### config.mk
export PLATFORM = sky130hd
export DESIGN_NAME = regfile_wb_arbiter
export DESIGN_NICKNAME = d
export VERILOG_FILES = /design/src/rtl/regfile_pkg.sv /design/src/rtl/regfile_scoreboard.sv /design/src/rtl/regfile_wb_arbiter.sv
export SDC_FILE = /design/constraint.sdc
export NUM_CORES = 1
export LEC_CHECK = 0
export CORE_UTILIZATION = 39
export DETAILED_ROUTE_END_ITERATION = 7
export PLACE_DENSITY_LB_ADDON = 0.12
export REMOVE_ABC_BUFFERS = 1
export SLEW_MARGIN = 20
export SYNTH_ARGS = -nofsm -noshare
export SYNTH_HDL_FRONTEND = slang
export SYNTH_SLANG_ARGS = --single-unit
### constraint.sdc
create_clock -name clk -period 2.55 [get_ports clk]
set_clock_uncertainty 0.15 [all_clocks]
set_input_delay 0.3825 -clock clk [delete_from_list [all_inputs] [get_ports clk]]
set_output_delay 0.3825 -clock clk [all_outputs]
set_load 0.02 [all_outputs]
### src/rtl/regfile_pkg.sv
// regfile_pkg: shared widths and writeback types for the register-file writeback arbiter
package regfile_pkg;
    localparam int XLEN       = 32;
    localparam int NUM_REGS   = 32;
    localparam int REG_ADDR_W = $clog2(NUM_REGS);
    typedef enum logic {WB_SRC_ALU = 1'b0, WB_SRC_LSU = 1'b1} wb_src_t;
    typedef struct packed {
        logic                  valid;
        logic [REG_ADDR_W-1:0] rd;
        logic [XLEN-1:0]       data;
    } wb_req_t;
endpackage

### src/rtl/regfile_scoreboard.sv
// regfile_scoreboard: per-register pending-write bits with set-over-clear priority and hazard lookup
module regfile_scoreboard
    import regfile_pkg::*;
#(
    parameter int NUM_REGS = regfile_pkg::NUM_REGS,
    localparam int AW = $clog2(NUM_REGS)
) (
    input  logic                clk,
    input  logic                rst_n,
    input  logic                sb_set,
    input  logic [AW-1:0]       sb_set_rd,
    input  logic                clr,
    input  logic [AW-1:0]       clr_rd,
    input  logic [AW-1:0]       rs1_addr,
    input  logic [AW-1:0]       rs2_addr,
    output logic [NUM_REGS-1:0] busy_mask,
    output logic                hazard
);
    logic [NUM_REGS-1:0] r_busy;
    logic [NUM_REGS-1:0] w_set;
    logic [NUM_REGS-1:0] w_clr;
    logic [NUM_REGS-1:0] w_x0;

    assign w_set = {{(NUM_REGS-1){1'b0}}, sb_set} << sb_set_rd;
    assign w_clr = {{(NUM_REGS-1){1'b0}}, clr} << clr_rd;
    assign w_x0  = {{(NUM_REGS-1){1'b0}}, 1'b1};

    // Clear on commit, set on issue (set wins), register 0 can never be pending
    always_ff @(posedge clk or negedge rst_n) begin
        if (!rst_n)
            r_busy <= '0;
        else
            r_busy <= ((r_busy & ~w_clr) | w_set) & ~w_x0;
    end

    assign busy_mask = r_busy;
    assign hazard    = r_busy[rs1_addr] || r_busy[rs2_addr];
endmodule

### src/rtl/regfile_wb_arbiter.sv
// regfile_wb_arbiter: round-robin ALU/LSU writeback arbiter with registered RF write port and scoreboard
// Optional: define REGFILE_WB_STATS_EN to add the saturating conflict_count output.
module regfile_wb_arbiter
    import regfile_pkg::*;
#(
    parameter int XLEN     = regfile_pkg::XLEN,
    parameter int NUM_REGS = regfile_pkg::NUM_REGS,
    localparam int AW = $clog2(NUM_REGS)
) (
    input  logic                clk,
    input  logic                rst_n,
    input  logic                alu_valid,
    output logic                alu_ready,
    input  logic [AW-1:0]       alu_rd,
    input  logic [XLEN-1:0]     alu_data,
    input  logic                lsu_valid,
    output logic                lsu_ready,
    input  logic [AW-1:0]       lsu_rd,
    input  logic [XLEN-1:0]     lsu_data,
    input  logic                sb_set,
    input  logic [AW-1:0]       sb_set_rd,
    input  logic [AW-1:0]       rs1_addr,
    input  logic [AW-1:0]       rs2_addr,
    output logic                hazard,
    output logic [NUM_REGS-1:0] busy_mask,
    output logic                rf_w_enable,
    output logic [AW-1:0]       rf_w_address,
    output logic [XLEN-1:0]     rf_w_data
`ifdef REGFILE_WB_STATS_EN
    ,
    output logic [31:0]         conflict_count
`endif
);
    wb_src_t         r_ptr;
    logic            r_w_en;
    logic [AW-1:0]   r_w_addr;
    logic [XLEN-1:0] r_w_data;
    logic            w_conflict;
    logic            w_grant;
    logic [AW-1:0]   w_rd;
    logic [XLEN-1:0] w_data;

    assign w_conflict = alu_valid && lsu_valid;
    assign alu_ready  = alu_valid && (!lsu_valid || r_ptr == WB_SRC_ALU);
    assign lsu_ready  = lsu_valid && (!alu_valid || r_ptr == WB_SRC_LSU);
    assign w_grant    = alu_ready || lsu_ready;
    assign w_rd       = alu_ready ? alu_rd : lsu_rd;
    assign w_data     = alu_ready ? alu_data : lsu_data;

    // Round-robin pointer names the conflict winner and flips only on a two-way conflict
    always_ff @(posedge clk or negedge rst_n) begin
        if (!rst_n)
            r_ptr <= WB_SRC_ALU;
        else if (w_conflict)
            r_ptr <= (r_ptr == WB_SRC_ALU) ? WB_SRC_LSU : WB_SRC_ALU;
    end

    // Register the granted write; x0 writes are accepted but never reach the register file
    always_ff @(posedge clk or negedge rst_n) begin
        if (!rst_n) begin
            r_w_en   <= 1'b0;
            r_w_addr <= '0;
            r_w_data <= '0;
        end else begin
            r_w_en <= w_grant && (w_rd != '0);
            if (w_grant) begin
                r_w_addr <= w_rd;
                r_w_data <= w_data;
            end
        end
    end

    assign rf_w_enable  = r_w_en;
    assign rf_w_address = r_w_addr;
    assign rf_w_data    = r_w_data;

    regfile_scoreboard #(.NUM_REGS(NUM_REGS)) u_sb (
        .clk       (clk),
        .rst_n     (rst_n),
        .sb_set    (sb_set),
        .sb_set_rd (sb_set_rd),
        .clr       (r_w_en),
        .clr_rd    (r_w_addr),
        .rs1_addr  (rs1_addr),
        .rs2_addr  (rs2_addr),
        .busy_mask (busy_mask),
        .hazard    (hazard)
    );

`ifdef REGFILE_WB_STATS_EN
    logic [31:0] r_conf;

    // Count cycles with both sources requesting, saturating at all-ones
    always_ff @(posedge clk or negedge rst_n) begin
        if (!rst_n)
            r_conf <= '0;
        else if (w_conflict && r_conf != '1)
            r_conf <= r_conf + 32'd1;
    end

    assign conflict_count = r_conf;
`endif
endmodule

# Yosys cells after proc, flatten, opt, wreduce, memory -nomap -nowiden
# Index checks and enable logic that the tools add are counted.
# W data, S select, Z words.
[classes]
shifts = 2
n_bitwise = 4
muxes = 7
n_lt_le_gt_ge = 2
reduce_logical = 11
[op_table]
columns = ["operator", "count"]
rows = [
  ["$shl A1 B5 Y32", 2],
  ["$and A32 B32 Y32", 1],
  ["$mux W32", 1],
  ["$not A32 Y32", 1],
  ["$or A32 B32 Y32", 1],
  ["$lt A5 B6 Y1 const B", 2],
  ["$bmux W1 S5", 2],
  ["$mux W5", 1],
  ["$reduce_bool A5 Y1", 1],
  ["$logic_and A1 B1 Y1", 4],
  ["$logic_or A1 B1 Y1", 4],
  ["$mux W1", 3],
  ["$logic_not A1 Y1", 2],
  ["$not A1 Y1", 1],
]
[totals]
word_cells = 31
output_inout_bits = 73
register_bits = 70
in_bits = 94

# Depth between registers and ports, before layout
[logic_depth]
ltp_word = 6
depth_mapped = 7
mapped_depth_nobuf = 5

# Hierarchy
# From an unflattened synthesis, not the netlist that was laid out.
[hier_totals]
cells_unflattened = 395
hier_area_um2 = 4196.5
[by_module_without_submodules]
columns = ["mod", "area_per_inst_um2", "instances", "cells_each", "seq_area_each_um2"]
rows = [
  ["regfile_wb_arbiter", 2318.5, 1, 213, 975.9],
  ["regfile_scoreboard", 1878.1, 1, 182, 775.7],
]

# Worst setup path before layout
# Ideal clock, no wire load.
[synth_path]
path_type = "input to output"
startpoint = "input rs2_addr[1]"
endpoint = "output hazard"
n_path_buf = 1
t_arrival_ps = 1702
stages = 6
slack_ps = 315
required_ps = 2017
cell_sequence = "clkbuf_1 -> mux4_2 -> mux2i_1 -> nor3b_1 -> a31oi_1 -> o211ai_1"
[synth_between]
elab_chain_cells = 3
[synth_lines]
columns = ["item", "line", "text"]
rows = [
  ["start, declared", "regfile_wb_arbiter.sv:23", "input logic [AW-1:0] rs2_addr,"],
  ["$bmux W1 S5", "regfile_scoreboard.sv:37", "assign hazard = r_busy[rs1_addr] || r_busy[rs2_addr];"],
  ["$mux W1 (implied by the code)", "regfile_scoreboard.sv:37", ""],
  ["$logic_or A1 B1 Y1", "regfile_scoreboard.sv:37", ""],
  ["end, declared", "regfile_wb_arbiter.sv:24", "output logic hazard,"],
]
# No other way between the ends. The select of a mux whose other input is x is not followed.

# Worst setup path after layout
[layout_path]
startpoint = "register u_sb.r_busy[23], in the netlist u_sb.busy_mask[23]"
endpoint = "output hazard"
[layout_between]
elab_chain_cells = 3
word_cells_on_any_way = 5
classes_between = "4 x mux; 1 x reduce/logical"
[layout_lines]
columns = ["item", "line", "text"]
rows = [
  ["start, declared", "regfile_scoreboard.sv:19", "logic [NUM_REGS-1:0] r_busy;"],
  ["start signal, assigned", "regfile_scoreboard.sv:33", "r_busy <= ((r_busy & ~w_clr) | w_set) & ~w_x0;"],
  ["$bmux W1 S5", "regfile_scoreboard.sv:37", ""],
  ["$mux W1 (implied by the code)", "regfile_scoreboard.sv:37", ""],
  ["$logic_or A1 B1 Y1 *", "regfile_scoreboard.sv:37", ""],
]
# Mark *: on every way between the ends. The rest lies on a longest branch, timed or not. The select of a mux whose other input is x is not followed.

==> results.txt <==
- Average vias per placed instance: 5.419
- Entering global routing, the biggest net connects 48 pins.
- The netlist uses 32 different library cells.
- Static Leakage: 0.002314 uW
- Post-synthesis sequential area ratio: 49.19%
- After the last flow step, the layout net total stands at 659.
- The number of global-route vias before repair is 3,803.
- Global routing used 25.48% of the available tracks.
- Post-Route Hold Slack: 0.3510 ns
* First-pass GRT wire length: 19,120 um
- Period utilisation layout: 97.62%
- Starting Density: 40.63%
- Post-synthesis instance area: 3561 sq um
- In this run the worst path has a maximum fanout of 3.
- Before antenna repair, the detailed router went through 4 iterations.
- Setup WS pre-CTS: -0.8016 ns
- Counting flops and latches in the post-synthesis netlist gives 70.
* Remaining antenna violation count: 0
* Worst path required time: 2.02 ns
- The number of slew-limit violations in the final report was 0.
- Met1 Track Usage GR: 31.20%
* Met2 track demand over resource: 41.53%
- In the final routed layout, each cell accounts on average for 17.06 um.
* Clock Sinks: 70
* Clock slew at the register clock pins of the worst setup and hold paths: 0.08 ns
- Max-cap violations in this run came to 0.
* Clk root buf: sky130_fd_sc_hd__clkbuf_8
- In the synthesized netlist, the number of instances is 368.
* Post-layout worst setup margin: 0.06068 ns
* Overflow left after global routing: 0
- Largest buffer count on any clock path: 2
* Placement row count: 34
- Post-DP HPWL: 9145 um
- In this run the tool buffered the top-level ports with 165 buffer cells.
* Crit path time final: 2.489 ns
* Setup repair after global routing missed its margin: yes
- Layout Cell Area excl Fill: 5769 sq um
* Post-place instance area: 5530 sq um
- Net switching share of the total power: 39.09%
- The hold violation total from the final report is 0.
- Vertical die dimension: 97.56 um
- After global routing, the most crowded layer is met2.
- Capture instance of the worst register-to-register path: rf_w_data[6]
- For met3 alone, demand over resource in global routing was 7.698%.
* CP arrival: 1.96 ns
- Setup slack of the most critical reg-to-reg path: 1.00 ns
- Number of stages on the worst hold path: 1
- Number of H-tree levels: 3
- The post-route netlist has 15.96% of its cells at a drive strength greater than 1.
- Highest ir drop seen on vdd: 0.4224 mV
* Path type of the worst min-delay path: reg2reg
- Average instance area after synthesis: 9.676 sq um
- The startpoint identified for the worst hold timing path is r_ptr.
* Antenna violations before repair: 0
* Number of warnings printed during yosys synthesis: 0
- At the later pin of the worst-skew pair, clock insertion delay measures 0.34 ns.
- Residual DRC: 0
- Power density normalized to cell area: 947.9 nW/um^2
* Number of diodes: 0
* IO Count: 167
- In this run the critical register-to-register path is launched from r_ptr.
- Final setup violation count: 0
- Max Fclk: 401.7 MHz
- Worst Max-Slew Pin Slew: 0.5651 ns
- Cell Int Power: 3331 uW
- STA classifies the critical path startpoint as a flop.
- Adding up every negative setup slack in the final design gives 0 ns.
- The worst pin sits at a relative slew slack of 62.32%.
* Destination of the worst hold path: r_ptr
* Relative contribution of combinational cells to total power: 50.3%
* 1st-iter DRT viols: 148
- Fraction of power consumed by the clock network: 15.7%
* Status: complete, no violations
- Switch Pwr: 2138 uW
- TritonCTS built the clock tree.
* Critical path type: reg2out
- The area growth from synthesis to layout is 62.02%.
- Measured in cells, the most critical reg-to-reg path has a length of 5.
* Die Span X: 97.56 um
* Area of the core: 8763 sq um
* Sort of element at the end of the critical path: output port
- Sequential cells account for 34.0% of the total power.
- The die covers 9517 sq um.
- Wires add up to 11,560 um.
* Final weighted congestion in routability-driven placement: 0.9602
- Across all layers, the routed design uses 3,674 vias.
- Clock tree synthesis inserted a total of 9 buffers.
registers in the layout, summed over array words and instances, names as in the netlist:
register and flops:
r_ptr 1, rf_w_address 5, rf_w_data 32, rf_w_enable 1, u_sb.busy_mask 31
stage by stage:
step	total power, uW	std cells	utilization (%)
after floorplan	2994	347	-
after global placement	4510	656	63.11
after detailed placement	4559	656	63.11
after CTS	5429	674	65.48
after global routing	5779	678	65.83
final	5469	678	65.83
logic make-up after synthesis:
logic type | share of synthesized area (%)
muxes | 13.53
buffers and inverters | 3.092
DFF | 49.19
xor gates and xnor gates | 0.2460
AOI/OAI and AO/OA | 17.57
and+or+nand+nor | 16.27
other | 0.1053
placed cells by master, fill, tap and decap left out, types with 3 or more instances in the layout:
| cell type | count |
|---|---|
| sky130_fd_sc_hd__a21oi_1 | 3 |
| sky130_fd_sc_hd__buf_4 | 40 |
| sky130_fd_sc_hd__clkbuf_8 | 10 |
| sky130_fd_sc_hd__clkdlybuf4s50_1 | 156 |
| sky130_fd_sc_hd__dfrtp_1 | 70 |
| sky130_fd_sc_hd__dlygate4sd2_1 | 4 |
| sky130_fd_sc_hd__inv_1 | 4 |
| sky130_fd_sc_hd__inv_6 | 3 |
| sky130_fd_sc_hd__mux2_2 | 10 |
| sky130_fd_sc_hd__mux2i_1 | 4 |
| sky130_fd_sc_hd__mux4_2 | 11 |
| sky130_fd_sc_hd__nand2_1 | 16 |
| sky130_fd_sc_hd__nand2b_1 | 6 |
| sky130_fd_sc_hd__nand3_1 | 6 |
| sky130_fd_sc_hd__nand3b_1 | 4 |
| sky130_fd_sc_hd__nor2_1 | 81 |
| sky130_fd_sc_hd__nor2b_1 | 3 |
| sky130_fd_sc_hd__o211ai_1 | 5 |
| sky130_fd_sc_hd__o21ai_0 | 62 |
| sky130_fd_sc_hd__o22ai_1 | 38 |
| sky130_fd_sc_hd__or2_2 | 4 |
worst max-delay path by stage:
stage                            start  endpoint  slack, ns
finish              u_sb.busy_mask[23]    hazard       0.06
global route        u_sb.busy_mask[21]    hazard     -0.009
CTS                 u_sb.busy_mask[30]    hazard     0.0009
detailed placement         rs2_addr[0]    hazard      -0.80
global placement           rs2_addr[0]    hazard      -0.68
floorplan           u_sb.busy_mask[27]    hazard       0.44
critical path, cell delays in order, from the launching register on:
cell	delay [ns]
sky130_fd_sc_hd__dfrtp_1	0.41
sky130_fd_sc_hd__mux4_2	0.49
sky130_fd_sc_hd__mux2_2	0.28
sky130_fd_sc_hd__a31oi_1	0.14
sky130_fd_sc_hd__o211ai_1	0.12
sky130_fd_sc_hd__buf_4	0.17
power groups by stage:
stage	registers, uW	logic, uW	clock network [uW]
global route	1900	2950	928
CTS	1850	2710	875
global placement	1860	2650	0
detailed placement	1860	2690	0
finish	1860	2750	857
floorplan	2250	744	0
Yosys cell counts:
master | instances | area, sq um
sky130_fd_sc_hd__a21oi_1 | 5 | 25.02
sky130_fd_sc_hd__a31oi_1 | 1 | 6.260
sky130_fd_sc_hd__and3b_1 | 1 | 8.760
sky130_fd_sc_hd__buf_2 | 4 | 20.02
sky130_fd_sc_hd__buf_4 | 1 | 7.510
sky130_fd_sc_hd__buf_6 | 1 | 11.26
sky130_fd_sc_hd__clkbuf_1 | 15 | 56.30
sky130_fd_sc_hd__conb_1 | 1 | 3.750
sky130_fd_sc_hd__dfrtp_1 | 70 | 1752
sky130_fd_sc_hd__inv_1 | 4 | 15.01
sky130_fd_sc_hd__mux2_2 | 11 | 123.9
sky130_fd_sc_hd__mux2i_1 | 5 | 50.05
sky130_fd_sc_hd__mux4_1 | 4 | 105.1
sky130_fd_sc_hd__mux4_2 | 9 | 202.7
sky130_fd_sc_hd__nand2_1 | 16 | 60.06
sky130_fd_sc_hd__nand2b_1 | 6 | 37.54
sky130_fd_sc_hd__nand3_1 | 6 | 30.03
sky130_fd_sc_hd__nand3b_1 | 4 | 30.03
sky130_fd_sc_hd__nand4_1 | 2 | 12.51
sky130_fd_sc_hd__nor2_1 | 81 | 304.0
sky130_fd_sc_hd__nor2b_1 | 3 | 18.77
sky130_fd_sc_hd__nor3b_1 | 1 | 7.510
sky130_fd_sc_hd__o211ai_1 | 5 | 37.54
sky130_fd_sc_hd__o21ai_0 | 62 | 310.3
sky130_fd_sc_hd__o22ai_1 | 38 | 237.7
sky130_fd_sc_hd__o31a_1 | 1 | 8.760
sky130_fd_sc_hd__or2_0 | 1 | 6.260
sky130_fd_sc_hd__or2_2 | 4 | 25.02
sky130_fd_sc_hd__or3_1 | 1 | 6.260
sky130_fd_sc_hd__or3b_2 | 2 | 17.52
sky130_fd_sc_hd__or4_1 | 2 | 15.01
sky130_fd_sc_hd__xnor2_1 | 1 | 8.760
area by class of cell:
| type | instances | area (sq um) |
|---|---|---|
| well taps | 108 | 135.1 |
| clock buffers | 10 | 137.6 |
| inverters | 4 | 15.01 |
| flip-flops and latches | 70 | 1752 |
| fillers | 761 | 2994 |
| repair buffers | 207 | 1971 |
| clock inverters | 6 | 52.55 |
| multi-input cells | 273 | 1707 |
what timing repair did:
| item | in CTS | in global routing |
|---|---|---|
| hold buffers | 1 | 0 |
| endpoints found under the hold margin | 23 | 0 |
| buffers inserted | 1 | 4 |
| pin swaps | 0 | 2 |
| resized for setup | 17 | 7 |
| setup endpoints to repair | 1 | 1 |
routing by layer:
layer  part of all wire [%]  wire (um)
met5                      0          0
met4                    2.9        337
met3                    9.1       1057
met2                     49       5629
met1                     39       4539
Note: power is estimated with default switching activity, not from simulation.
